File: src/rtl/redp_adc_if.sv
`default_nettype none
// ============================================================================
//  Module   : redp_adc_if
//  Purpose  : Bundles the raw ADC pins, controls and result bus of redp_adc.
//             The slave modport is the converter's view of the bundle.
//  Revision : 1.0 - first release
// ============================================================================
interface redp_adc_if #(
  parameter int ADC_WIDTH = 14
);
  logic [ADC_WIDTH-1:0] adc_dat_a_i;
  logic [ADC_WIDTH-1:0] adc_dat_b_i;
  logic                 en_i;
  logic                 ovr_clr_i;
  logic [15:0]          adc_dat_a_o;
  logic [15:0]          adc_dat_b_o;
  logic                 adc_valid_o;
  logic                 ovr_a_o;
  logic                 ovr_b_o;
  logic                 adc_cdcs_o;

  modport master (
    output adc_dat_a_i, adc_dat_b_i, en_i, ovr_clr_i,
    input  adc_dat_a_o, adc_dat_b_o, adc_valid_o, ovr_a_o, ovr_b_o, adc_cdcs_o
  );

  modport slave (
    input  adc_dat_a_i, adc_dat_b_i, en_i, ovr_clr_i,
    output adc_dat_a_o, adc_dat_b_o, adc_valid_o, ovr_a_o, ovr_b_o, adc_cdcs_o
  );
endinterface
`default_nettype wire

File: src/rtl/redp_adc.sv
`default_nettype none
// ============================================================================
//  Module   : redp_adc
//  Purpose  : Dual-channel ADC front end. Registers the raw pins, converts
//             inverted offset binary to two's complement, drops a settling
//             window after enable, then averages 2^DEC_LOG2 samples per
//             output strobe. Sticky per-channel overrange flags.
//  Revision : 1.0 - first release
// ============================================================================
module redp_adc #(
  parameter int ADC_WIDTH = 14,
  parameter int DEC_LOG2  = 0,
  parameter int DISCARD   = 16
) (
  input  logic        adc_clk,
  input  logic        adc_rst_n,
  redp_adc_if.slave   bus
);

  localparam int ACC_W = ADC_WIDTH + DEC_LOG2;
  localparam int CNT_W = (DEC_LOG2 > 0) ? DEC_LOG2 : 1;
  localparam logic [CNT_W-1:0] CNT_LAST  = CNT_W'((1 << DEC_LOG2) - 1);
  localparam logic [7:0]       DISC_LAST = 8'(DISCARD - 1);
  localparam logic signed [ADC_WIDTH-1:0] S2_MAX = {1'b0, {(ADC_WIDTH-1){1'b1}}};
  localparam logic signed [ADC_WIDTH-1:0] S2_MIN = {1'b1, {(ADC_WIDTH-1){1'b0}}};

  typedef enum logic [1:0] {
    S_IDLE    = 2'd0,
    S_DISCARD = 2'd1,
    S_RUN     = 2'd2
  } state_t;

  state_t state, state_nxt;

  logic        [ADC_WIDTH-1:0] raw_a, raw_b;
  logic signed [ADC_WIDTH-1:0] s2_a, s2_b;
  logic signed [ACC_W-1:0]     acc_a, acc_b;
  logic        [CNT_W-1:0]     smp_cnt;
  logic        [7:0]           disc_cnt;
  logic signed [15:0]          dat_a, dat_b;
  logic                        valid, ovr_a, ovr_b;

  logic                        run_active, win_last;
  logic signed [ACC_W-1:0]     sum_a, sum_b, avg_a, avg_b;

  // A RUN cycle only counts while enable is still high, so a falling enable
  // on the final sample of a window never produces a strobe.
  assign run_active = (state == S_RUN) && bus.en_i;
  assign win_last   = run_active && (smp_cnt == CNT_LAST);

  // Window sum including the current sample; width covers 2^DEC_LOG2 extremes.
  assign sum_a = acc_a + ACC_W'(s2_a);
  assign sum_b = acc_b + ACC_W'(s2_b);
  assign avg_a = sum_a >>> DEC_LOG2;
  assign avg_b = sum_b >>> DEC_LOG2;

  // Two input stages: raw capture, then offset-binary to two's complement.
  always_ff @(posedge adc_clk or negedge adc_rst_n) begin
    if (!adc_rst_n) begin
      raw_a <= '0;
      raw_b <= '0;
      s2_a  <= '0;
      s2_b  <= '0;
    end else begin
      raw_a <= bus.adc_dat_a_i;
      raw_b <= bus.adc_dat_b_i;
      s2_a  <= {raw_a[ADC_WIDTH-1], ~raw_a[ADC_WIDTH-2:0]};
      s2_b  <= {raw_b[ADC_WIDTH-1], ~raw_b[ADC_WIDTH-2:0]};
    end
  end

  // FSM state register.
  always_ff @(posedge adc_clk or negedge adc_rst_n) begin
    if (!adc_rst_n) state <= S_IDLE;
    else            state <= state_nxt;
  end

  // Next-state logic; a low enable overrides every other transition.
  always_comb begin
    state_nxt = state;
    if (!bus.en_i) begin
      state_nxt = S_IDLE;
    end else begin
      case (state)
        S_IDLE:    state_nxt = S_DISCARD;
        S_DISCARD: if (disc_cnt == DISC_LAST) state_nxt = S_RUN;
        S_RUN:     state_nxt = S_RUN;
        default:   state_nxt = S_IDLE;
      endcase
    end
  end

  // Settling counter, restarts from zero on every entry into DISCARD.
  always_ff @(posedge adc_clk or negedge adc_rst_n) begin
    if (!adc_rst_n)                           disc_cnt <= '0;
    else if (state == S_DISCARD && bus.en_i)  disc_cnt <= disc_cnt + 8'd1;
    else                                      disc_cnt <= '0;
  end

  // Accumulate and decimate; the partial window is dropped outside RUN.
  always_ff @(posedge adc_clk or negedge adc_rst_n) begin
    if (!adc_rst_n) begin
      acc_a   <= '0;
      acc_b   <= '0;
      smp_cnt <= '0;
      dat_a   <= '0;
      dat_b   <= '0;
      valid   <= 1'b0;
    end else begin
      valid <= 1'b0;
      if (!run_active) begin
        acc_a   <= '0;
        acc_b   <= '0;
        smp_cnt <= '0;
      end else if (win_last) begin
        acc_a   <= '0;
        acc_b   <= '0;
        smp_cnt <= '0;
        dat_a   <= 16'(avg_a);
        dat_b   <= 16'(avg_b);
        valid   <= 1'b1;
      end else begin
        acc_a   <= sum_a;
        acc_b   <= sum_b;
        smp_cnt <= smp_cnt + CNT_W'(1);
      end
    end
  end

  // Sticky overrange flags; a set in the same cycle as a clear wins.
  always_ff @(posedge adc_clk or negedge adc_rst_n) begin
    if (!adc_rst_n) begin
      ovr_a <= 1'b0;
      ovr_b <= 1'b0;
    end else begin
      if (run_active && (s2_a == S2_MAX || s2_a == S2_MIN)) ovr_a <= 1'b1;
      else if (bus.ovr_clr_i)                               ovr_a <= 1'b0;
      if (run_active && (s2_b == S2_MAX || s2_b == S2_MIN)) ovr_b <= 1'b1;
      else if (bus.ovr_clr_i)                               ovr_b <= 1'b0;
    end
  end

  assign bus.adc_dat_a_o = dat_a;
  assign bus.adc_dat_b_o = dat_b;
  assign bus.adc_valid_o = valid;
  assign bus.ovr_a_o     = ovr_a;
  assign bus.ovr_b_o     = ovr_b;
  assign bus.adc_cdcs_o  = 1'b1;

endmodule
`default_nettype wire

File: src/flat_wrapper.sv
// flat-port wrapper written by rule: the top's interface ports become plain ports
module redp_adc_flat 
#(
  parameter int ADC_WIDTH = 14,
  parameter int DEC_LOG2  = 0,
  parameter int DISCARD   = 16
)
  (adc_clk, adc_rst_n, bus_adc_dat_a_i, bus_adc_dat_b_i, bus_en_i, bus_ovr_clr_i, bus_adc_dat_a_o, bus_adc_dat_b_o, bus_adc_valid_o, bus_ovr_a_o, bus_ovr_b_o, bus_adc_cdcs_o);
  redp_adc_if #(.ADC_WIDTH(ADC_WIDTH)) bus_i ();
  input  logic adc_clk;
  input  logic adc_rst_n;
  input wire logic [$bits(bus_i.adc_dat_a_i)-1:0] bus_adc_dat_a_i;
  input wire logic [$bits(bus_i.adc_dat_b_i)-1:0] bus_adc_dat_b_i;
  input wire logic [$bits(bus_i.en_i)-1:0] bus_en_i;
  input wire logic [$bits(bus_i.ovr_clr_i)-1:0] bus_ovr_clr_i;
  output wire logic [$bits(bus_i.adc_dat_a_o)-1:0] bus_adc_dat_a_o;
  output wire logic [$bits(bus_i.adc_dat_b_o)-1:0] bus_adc_dat_b_o;
  output wire logic [$bits(bus_i.adc_valid_o)-1:0] bus_adc_valid_o;
  output wire logic [$bits(bus_i.ovr_a_o)-1:0] bus_ovr_a_o;
  output wire logic [$bits(bus_i.ovr_b_o)-1:0] bus_ovr_b_o;
  output wire logic [$bits(bus_i.adc_cdcs_o)-1:0] bus_adc_cdcs_o;
  assign bus_i.adc_dat_a_i = bus_adc_dat_a_i;
  assign bus_i.adc_dat_b_i = bus_adc_dat_b_i;
  assign bus_i.en_i = bus_en_i;
  assign bus_i.ovr_clr_i = bus_ovr_clr_i;
  assign bus_adc_dat_a_o = bus_i.adc_dat_a_o;
  assign bus_adc_dat_b_o = bus_i.adc_dat_b_o;
  assign bus_adc_valid_o = bus_i.adc_valid_o;
  assign bus_ovr_a_o = bus_i.ovr_a_o;
  assign bus_ovr_b_o = bus_i.ovr_b_o;
  assign bus_adc_cdcs_o = bus_i.adc_cdcs_o;
  redp_adc #(.ADC_WIDTH(ADC_WIDTH), .DEC_LOG2(DEC_LOG2), .DISCARD(DISCARD)) u_core (.adc_clk(adc_clk), .adc_rst_n(adc_rst_n), .bus(bus_i));
endmodule
File: config.mk
export PLATFORM = sky130hd
export DESIGN_NAME = redp_adc_flat
export DESIGN_NICKNAME = d
export VERILOG_FILES = /design/src/rtl/redp_adc_if.sv /design/src/rtl/redp_adc.sv /design/src/flat_wrapper.sv
export SDC_FILE = /design/constraint.sdc
export NUM_CORES = 1
export LEC_CHECK = 0
export BUFFER_PORTS_ARGS = -buffer_cell sky130_fd_sc_hd__buf_4
export CAP_MARGIN = 20
export CORE_ASPECT_RATIO = 2
export CORE_MARGIN = 2
export CORE_UTILIZATION = 52
export DETAILED_ROUTE_END_ITERATION = 10
export PLACE_DENSITY = 0.82
export SLEW_MARGIN = 20
export SYNTH_ARGS = -nofsm -noshare
export SYNTH_HDL_FRONTEND = slang
export SYNTH_SLANG_ARGS = --single-unit
File: constraint.sdc
create_clock -name adc_clk -period 2 [get_ports adc_clk]
set_clock_uncertainty 0.05 [all_clocks]
set_input_delay 0.2 -clock adc_clk [delete_from_list [all_inputs] [get_ports adc_clk]]
set_output_delay 0.2 -clock adc_clk [all_outputs]
set_load 0.1 [all_outputs]
-- Word-level counts from Yosys, hierarchy flattened
Index checks and enable logic that the tools add are counted.
- input bits: 32
- output and inout bits: 36
- register bits after elaboration: 126
- logic and storage cells: 55
- equality and inequality tests: 8
- add/subtract/negate cells: 4
- reduce and logical (&&, ||, !) cells: 11
- muxes and demuxes: 15
- bitwise operators: 3
- operators with widths (kind ; count):
    == test 14 bit, second input constant ; 4
    two-way mux 14 bit ; 4
    adder 14 bit ; 2
    NOT 13 bit ; 2
    adder 8 x 1 -> 8 bit, second input constant ; 1
    == test 8 x 4 -> 1 bit, second input constant ; 1
    two-way mux 8 bit ; 1
    two-way mux 1 bit ; 7
    one-hot mux 2 bit (3 select lines) ; 1
    logical AND 1 bit ; 5
    two-way mux 2 bit ; 2
    nonzero test 2 bit ; 2
    != test 3 x 2 -> 1 bit, second input constant ; 1
    == test 2 x 1 -> 1 bit, second input constant ; 1
    == test 2 bit, second input constant ; 1
    zero test 2 bit ; 1
    logical OR 1 bit ; 2
    AND reduction 2 bit ; 1
    adder 1 bit, second input constant ; 1
    NOT 1 bit ; 1

-- Depth between registers and ports, before layout
Gate-level depths: netlist of the first run.
- depth after elaboration: 5
- mapped depth: 9
- mapped depth without buffers: 9

-- Worst setup path after synthesis of the first run
No wires, ideal clock.
- path type: reg-to-reg
- start point: reg u_core.s2_a[0]
- end point: reg u_core.dat_a[8] (netlist: u_core.bus.adc_dat_a_o[8])
- setup slack: -0.192 ns
- period minus slack after synthesis: 2.192 ns
- stages on the path, launching flop included: 10
- arrival: 2.047 ns
- setup time: 0.095 ns
- buffers on the path: 0
- required time: 1.855 ns
- path through: dfrtp_1 > ha_1 > inv_1 > fa_1 > nor2b_1 > o21a_1 > o21ai_1 > a2111oi_0 > nor3_1 > o31ai_1
- word-level cells in the longest chain between the ends: 1
- RTL lines (element ; RTL line ; source):
    start: declaration ; redp_adc.sv:36 ; logic signed [ADC_WIDTH-1:0] s2_a, s2_b;
    start signal: assignment ; redp_adc.sv:67 ; s2_a <= {raw_a[ADC_WIDTH-1], ~raw_a[ADC_WIDTH-2:0]};
    adder 14 bit ; redp_adc.sv:52 ; assign sum_a = acc_a + ACC_W'(s2_a);
    end signal: assignment ; redp_adc.sv:119 ; dat_a <= 16'(avg_a);
    end: declaration ; redp_adc.sv:40 ; logic signed [15:0] dat_a, dat_b;
No other way between the ends.
A chain may end at the register's enable or synchronous reset.

-- Worst setup path after layout of the first run
- start point: reg u_core.s2_a[0]
- end point: reg u_core.dat_a[12] (netlist: u_core.bus.adc_dat_a_o[12])
The elaborated chain is that of the path after synthesis.

==> results.sh, run 1 <==
export IMPL_status="finished, violations left"
export IMPL_violations="negative setup slack"
export IMPL_hold_worst_slack_ns=0.0496
export IMPL_grt_max_degree=51
export IMPL_gp_congestion=0.899
export IMPL_grt_overflow=0
export IMPL_setup_violations=20
export IMPL_hold_class="in2reg"
export IMPL_slew_viol_final=0
export IMPL_post_drt_wl_per_cell_um=18.3
export IMPL_die_h_um=147
export IMPL_clock_latency_ns=0.41
export IMPL_dp_hpwl_um=9420
export IMPL_ant_nets=0
export IMPL_setup_worst_path_end_class="flop"
export IMPL_synth_flop_cell="dfrtp_1"
export IMPL_wl_um=14600
export IMPL_synthCells=491
export IMPL_powerDensity_mw_per_mm2=1330
export IMPL_core_sq_mm=0.0100
export IMPL_tightest_slew_ns=0.520
export IMPL_synthArstFlopShare_pct=100
export IMPL_cts_tree="built"
export IMPL_worst_setup_path_start_kind="flop"
export IMPL_clockRootBuffer="clkbuf_16"
export IMPL_grt_pass1_vias=4582
export IMPL_portBuffers=66
export IMPL_seq_area_frac_synth_pct=59.4
export IMPL_htree_num_levels=4
export IMPL_synth_nets=555
export IMPL_syn_area_per_cell_sq_um=10.8
export IMPL_viasPerCell=5.34
export IMPL_path_class="reg2reg"
export IMPL_clock_sinks=126
export IMPL_die_w_um=75.4
export IMPL_drt_pre_antenna_iters=4
export IMPL_pre_cts_slack_ns=-0.249
export IMPL_ir_drop_mv=1.17
export IMPL_rows=52
export IMPL_period_share_pct=113
export IMPL_num_antenna_cells=0
export IMPL_grt_setup_unrepaired="true"
export IMPL_fin_util_pct=76.5
export IMPL_worst_slew_margin_rel_pct=65.3
export IMPL_drtIter0Drc=230
export IMPL_die_area_sq_mm=0.0111
export IMPL_num_vias=4254
export IMPL_worstPathArrival_ns=2.56
export IMPL_p_leak_nw=3.66
export IMPL_dp_cells=724
export IMPL_syn_to_final_growth_pct=44.4
export IMPL_clkSlewWorstSetupHoldPaths_ns=0.06
export IMPL_cts_buffers=17
export IMPL_grt_usage_pct=27.8
export IMPL_post_route_min_period_ns=2.27
export IMPL_synth_area_sq_mm=0.00531
export IMPL_final_area_sq_mm=0.00767
export IMPL_placed_cell_area_sq_mm=0.00631
export IMPL_cpMaxStageDelayCell="dfrtp_1"
export IMPL_yosys_warnings=0
export IMPL_ios=68
export IMPL_fmax_ghz=0.441
export IMPL_worstPathRequired_ns=2.30
export IMPL_synth_distinct_cells=45
export IMPL_hold_viol=0
export IMPL_drive_above_1_share_pct=32.7
export IMPL_path_buf_inv=1
export IMPL_path_cells="ha_4 > inv_2 > fa_2 > nor2b_2 > o21a_1 > o21ai_4 > a211o_1 > a2111o_1 > nand3_1"
export IMPL_grt_antenna_before_repair=0
export IMPL_grt_pass1_wl_um=22100
export IMPL_final_nets=712
export IMPL_synth_seq_cells=126
export IMPL_initial_core_util_pct=53.0
export IMPL_instances_no_fill=796
export IMPL_drv_cap=0
export IMPL_path_max_fanout=5
export IMPL_cp_slowest_stage_delay_ns=0.39
export IMPL_r2r_slack_ns=-0.27
export IMPL_setup_slack_ns=-0.266
export IMPL_synth_edf_count=0
export IMPL_drc=0
export IMPL_clockBufferDepth=2
export IMPL_crit_family="compound AO/OA/AOI/OAI gates"
==> worst reg2reg max path: stages, from the launching register on <==
cell      delay (ns)
dfrtp_1         0.39
ha_4            0.15
inv_2           0.03
fa_2            0.36
nor2b_2         0.14
o21a_1          0.20
o21ai_4         0.11
a211o_1         0.32
a2111o_1        0.37
nand3_1         0.08
==> layout make-up <==
cell class / count / area (sq um)
Tap cell: 135 / 169
Fill cell: 631 / 2350
Multi-Input combinational cell: 307 / 2330
Timing Repair Buffer: 152 / 1250
Sequential cell: 126 / 3160
Inverter: 44 / 165
Clock inverter: 12 / 136
Clock buffer: 20 / 457
==> synthesized netlist by cell type (3+ instances only) <==
library cell,instances,area [sq um]
and2_1,3,18.8
nor3_1,15,75.1
buf_4,5,37.5
nor4_1,6,37.5
o31ai_1,4,30.0
a31oi_1,4,25.0
xnor2_1,14,123
dfrtp_1,126,3150
nor2_1,45,169
nand2_1,57,214
and3_1,5,31.3
a211oi_1,3,22.5
clkbuf_1,9,33.8
o21ai_0,30,150
nand3_1,11,55.1
o21bai_1,3,22.5
a21o_1,5,37.5
o21a_1,5,37.5
nand4_1,8,50.1
xor2_1,11,96.3
ha_1,30,375
a21oi_1,17,85.1
inv_1,43,161
==> per-layer routing <==
layer	routed length (um)	vias up	part of all wire, %	global-route usage [%]
li1	-	1971	-	-
met1	4750	2090	33	26.2
met2	8260	127	57	49.3
met3	429	66	2.9	6.17
met4	1170	0	8.0	20.2
met5	0	-	0	0
==> sequential cells by signal, summed over array words and instances (netlist names), 2 cells and up <==
name,flops
u_core.acc_a,14
u_core.raw_a,14
u_core.bus.adc_dat_a_o,14
u_core.disc_cnt,8
u_core.s2_a,14
u_core.s2_b,14
u_core.state,2
u_core.bus.adc_dat_b_o,14
u_core.acc_b,14
u_core.raw_b,14
==> kinds of logic after synthesis <==
kind of cell / count (synthesis) / share of synthesized area, %
other: 2 / 0.141
AOI/OAI and AO/OA: 88 / 10.3
DFF: 126 / 59.4
adders and majority gates: 32 / 7.82
and+or+nand+nor: 159 / 13.5
buffers and inverters: 58 / 4.45
muxes: 1 / 0.189
xor gates and xnor gates: 25 / 4.12
==> path summary, 6_finish.rpt <==
kind	start	end	cells past startpoint
max in group asynchronous	adc_rst_n	u_core.s2_b[1]	3
min in group asynchronous	adc_rst_n	u_core.disc_cnt[6]	2
min reg2reg	u_core.raw_b[13]	u_core.s2_b[13]	0
max	u_core.s2_a[0]	u_core.bus.adc_dat_a_o[12]	9
min	bus_en_i	u_core.state[0]	3
max reg2reg	u_core.s2_a[0]	u_core.bus.adc_dat_a_o[12]	9
==> through the flow <==
stage	total power, mW	setup TNS [ns]
after detailed placement	6.96	-2.80
after global routing	10.6	-3.62
after CTS	10.1	-1.47
after global placement	6.90	-1.57
after floorplan	6.06	-0.109
final	10.2	-1.86
==> power breakdown <==
group,leakage (nW),switching [mW],internal [mW]
Sequential,1.58,0.278,2.93
Clock,0.283,1.14,1.91
Combinational,1.79,3.05,0.883
==> repair_timing <==
action                                  in CTS  in global routing
gates cloned                                 0                  0
resized for setup                           32                 47
hold endpoints to repair                    66                  0
hold buffers                                30                  0
setup buffers                                6                  6
endpoints found under the setup margin      28                 31
pin swaps                                   19                 29
==> cells in the final DEF, fill, tap and decap left out, types with 7 or more instances in the layout <==
cell type        n
inv_1           42
clkbuf_16       17
ha_4             9
a21oi_2          7
a21oi_1         10
nand2_1         56
ha_1            19
buf_4          117
nand3_1         11
dfrtp_1        124
xor2_1          10
dlygate4sd3_1   30
o21ai_1          8
o21ai_0         17
xnor2_1          8
nor2_1          43
nor3_1          12
nand4_1          8
Note: power is estimated with default switching activity, not from simulation.
==> inputs of run 2 (changes only) <==
--- a/config.mk
+++ b/config.mk
@@ -6,12 +6,11 @@
 export NUM_CORES = 1
 export LEC_CHECK = 0
 export BUFFER_PORTS_ARGS = -buffer_cell sky130_fd_sc_hd__buf_4
-export CAP_MARGIN = 20
 export CORE_ASPECT_RATIO = 2
 export CORE_MARGIN = 2
 export CORE_UTILIZATION = 52
 export DETAILED_ROUTE_END_ITERATION = 10
-export PLACE_DENSITY = 0.82
+export PLACE_DENSITY = 0.76
 export SLEW_MARGIN = 20
 export SYNTH_ARGS = -nofsm -noshare
 export SYNTH_HDL_FRONTEND = slang
==> results.sh, run 2 (synthesized netlist as in run 1, its figures left out) <==
export IMPL_status="finished, violations left"
export IMPL_violations="negative setup slack"
export IMPL_syn_to_final_growth_pct=48.6
export IMPL_hold_depth=3
export IMPL_path_cells="ha_1 > a21oi_1 > o21ai_0 > nor3_1 > o21ai_2 > and3_4 > o31ai_4"
export IMPL_grt_max_degree=53
export IMPL_clock_latency_ns=0.42
export IMPL_r2r_slack_ns=-0.25
export IMPL_p_clk_share_pct=31.2
export IMPL_drc=0
export IMPL_grt_pass1_wl_um=23100
export IMPL_pre_cts_slack_ns=-0.264
export IMPL_netSwitchingPower_mw=4.57
export IMPL_instances_no_fill=806
export IMPL_clockBufferDepth=2
export IMPL_r2r_cells=7
export IMPL_die_area_sq_mm=0.0111
export IMPL_portBuffers=66
export IMPL_met1_usage_pct=26.5
export IMPL_cts_tree="built"
export IMPL_setup_violations=28
export IMPL_holdCritStartpoint="bus_en_i"
export IMPL_final_nets=722
export IMPL_core_sq_mm=0.0100
export IMPL_cpMaxStageDelayCell="ha_1"
export IMPL_seq_power_share_pct=30.3
export IMPL_rows=52
export IMPL_sw_frac_of_total_pct=43.3
export IMPL_r2r_start="u_core.s2_b[9]"
export IMPL_whs_endpoint="u_core.state[0]"
export IMPL_num_antenna_cells=0
export IMPL_drtIter0Drc=348
export IMPL_path_class="reg2reg"
export IMPL_clkSlewWorstSetupHoldPaths_ns=0.06
export IMPL_final_cell_mix="126 x dfrtp_1, 121 x buf_4, 55 x nand2_1, 43 x nor2_1, 42 x inv_1"
export IMPL_htree_num_levels=4
export IMPL_worstPathArrival_ns=2.53
export IMPL_path_max_fanout=6
export IMPL_hold_viol=0
export IMPL_gp_congestion=0.950
export IMPL_drt_pre_antenna_iters=4
export IMPL_grt_usage_pct=28.6
export IMPL_fin_util_pct=78.7
export IMPL_post_drt_wl_per_cell_um=19.7
export IMPL_dp_hpwl_um=9790
export IMPL_grt_pass1_vias=4874
export IMPL_r2r_end="u_core.bus.adc_dat_b_o[12]"
export IMPL_grt_antenna_before_repair=0
export IMPL_viasPerCell=5.57
export IMPL_comb_power_share_pct=38.5
export IMPL_dp_cells=729
export IMPL_post_route_min_period_ns=2.25
export IMPL_hold_class="in2reg"
export IMPL_powerDensity_mw_per_mm2=1340
export IMPL_drv_cap=0
export IMPL_ant_nets=0
export IMPL_die_w_um=75.4
export IMPL_ir_drop_mv=1.92
export IMPL_ios=68
export IMPL_die_h_um=147
export IMPL_final_common_cell="dfrtp_1"
export IMPL_grt_use_met3_pct=7.06
export IMPL_busiest_layer="met2"
export IMPL_setup_worst_path_end_class="flop"
export IMPL_num_vias=4491
export IMPL_clockRootBuffer="clkbuf_16"
export IMPL_worst_setup_path_start_kind="flop"
export IMPL_p_leak_nw=3.76
export IMPL_grt_overflow=0
export IMPL_cp_slowest_stage_delay_ns=0.42
export IMPL_period_share_pct=112
export IMPL_tightest_slew_ns=0.737
export IMPL_clock_sinks=126
export IMPL_slew_viol_final=0
export IMPL_grt_setup_unrepaired="true"
export IMPL_worstPathRequired_ns=2.28
export IMPL_tns_ns=-2.90
export IMPL_cts_buffers=17
export IMPL_fmax_ghz=0.445
export IMPL_worst_slew_margin_rel_pct=50.4
export IMPL_setup_slack_ns=-0.247
export IMPL_power_internal_mw=5.98
export IMPL_initial_core_util_pct=53.0
export IMPL_total_power_mw=10.6
export IMPL_use_met2_pct=51.3
export IMPL_drive_above_1_share_pct=34.6
export IMPL_wl_um=15900
run 2: changes by cell type in the layout (fill, tap and decap cells not counted), moves of 4 or more:
cell / change
buf_4: +4
buf_6: +6
clkinvlp_4: +4
o21ai_2: +5
ha_1: +4
run 2: critical path, delay by kind of cell (launching register included):
kind / cells / cell delay, ns
compound gates: 4 / 0.77
simple gates: 2 / 0.52
fa+ha+maj: 1 / 0.42
flops: 1 / 0.39
run 2: worst max-delay path by stage:
| stage | start | end | slack, ns | cells after the start |
|---|---|---|---|---|
| finish | u_core.s2_b[9] | u_core.bus.adc_dat_b_o[12] | -0.25 | 7 |
| global placement | u_core.s2_a[0] | u_core.bus.adc_dat_a_o[12] | -0.16 | 9 |
| CTS | u_core.acc_a[0] | u_core.bus.adc_dat_a_o[12] | -0.20 | 9 |
| detailed placement | u_core.s2_a[0] | u_core.bus.adc_dat_a_o[12] | -0.26 | 9 |
| global route | u_core.s2_a[1] | u_core.bus.adc_dat_a_o[9] | -0.30 | 8 |
| floorplan | u_core.s2_a[0] | u_core.bus.adc_dat_a_o[12] | -0.1 | 9 |
run 2: cell type report:
class	count	area [sq um]
timing repair buffer	162	1350
clock inverter	13	188
multi-input combinational	307	2410
sequential	126	3150
fill	608	2130
clock buffer	19	443
inverter	44	169
tap	135	169
run 2: routing by layer:
| metal | share of wire (%) | vias to the layer above |
|---|---|---|
| li1 | - | 1983 |
| met2 | 58 | 179 |
| met1 | 31 | 2247 |
| met4 | 7.4 | 0 |
| met5 | 0 | - |
| met3 | 3.8 | 82 |
run 2: power by group through the flow:
stage	sequential (mW)	clock, mW	combinational (mW)
floorplan	5.10	0	0.954
CTS	3.18	3.31	3.88
detailed placement	3.22	0	3.75
global route	3.23	3.43	4.23
global placement	3.21	0	3.70
finish	3.20	3.30	4.06
run 2: repair_timing:
action / 4_1_cts / 5_1_grt
hold buffers: 30 / 0
hold endpoints to repair: 55 / 0
endpoints found under the setup margin: 28 / 37
setup buffers: 7 / 10
gates cloned: 0 / 0
pin swaps: 21 / 29
resized for setup: 36 / 63
run 2: per-stage QoR:
stage	instance area [sq um]	hold WS [ns]
after floorplan	5350	-0.146
after global placement	6330	0.0992
after detailed placement	6330	0.106
after CTS	7480	0.0461
after global routing	7890	0.0677
final	7890	0.0443
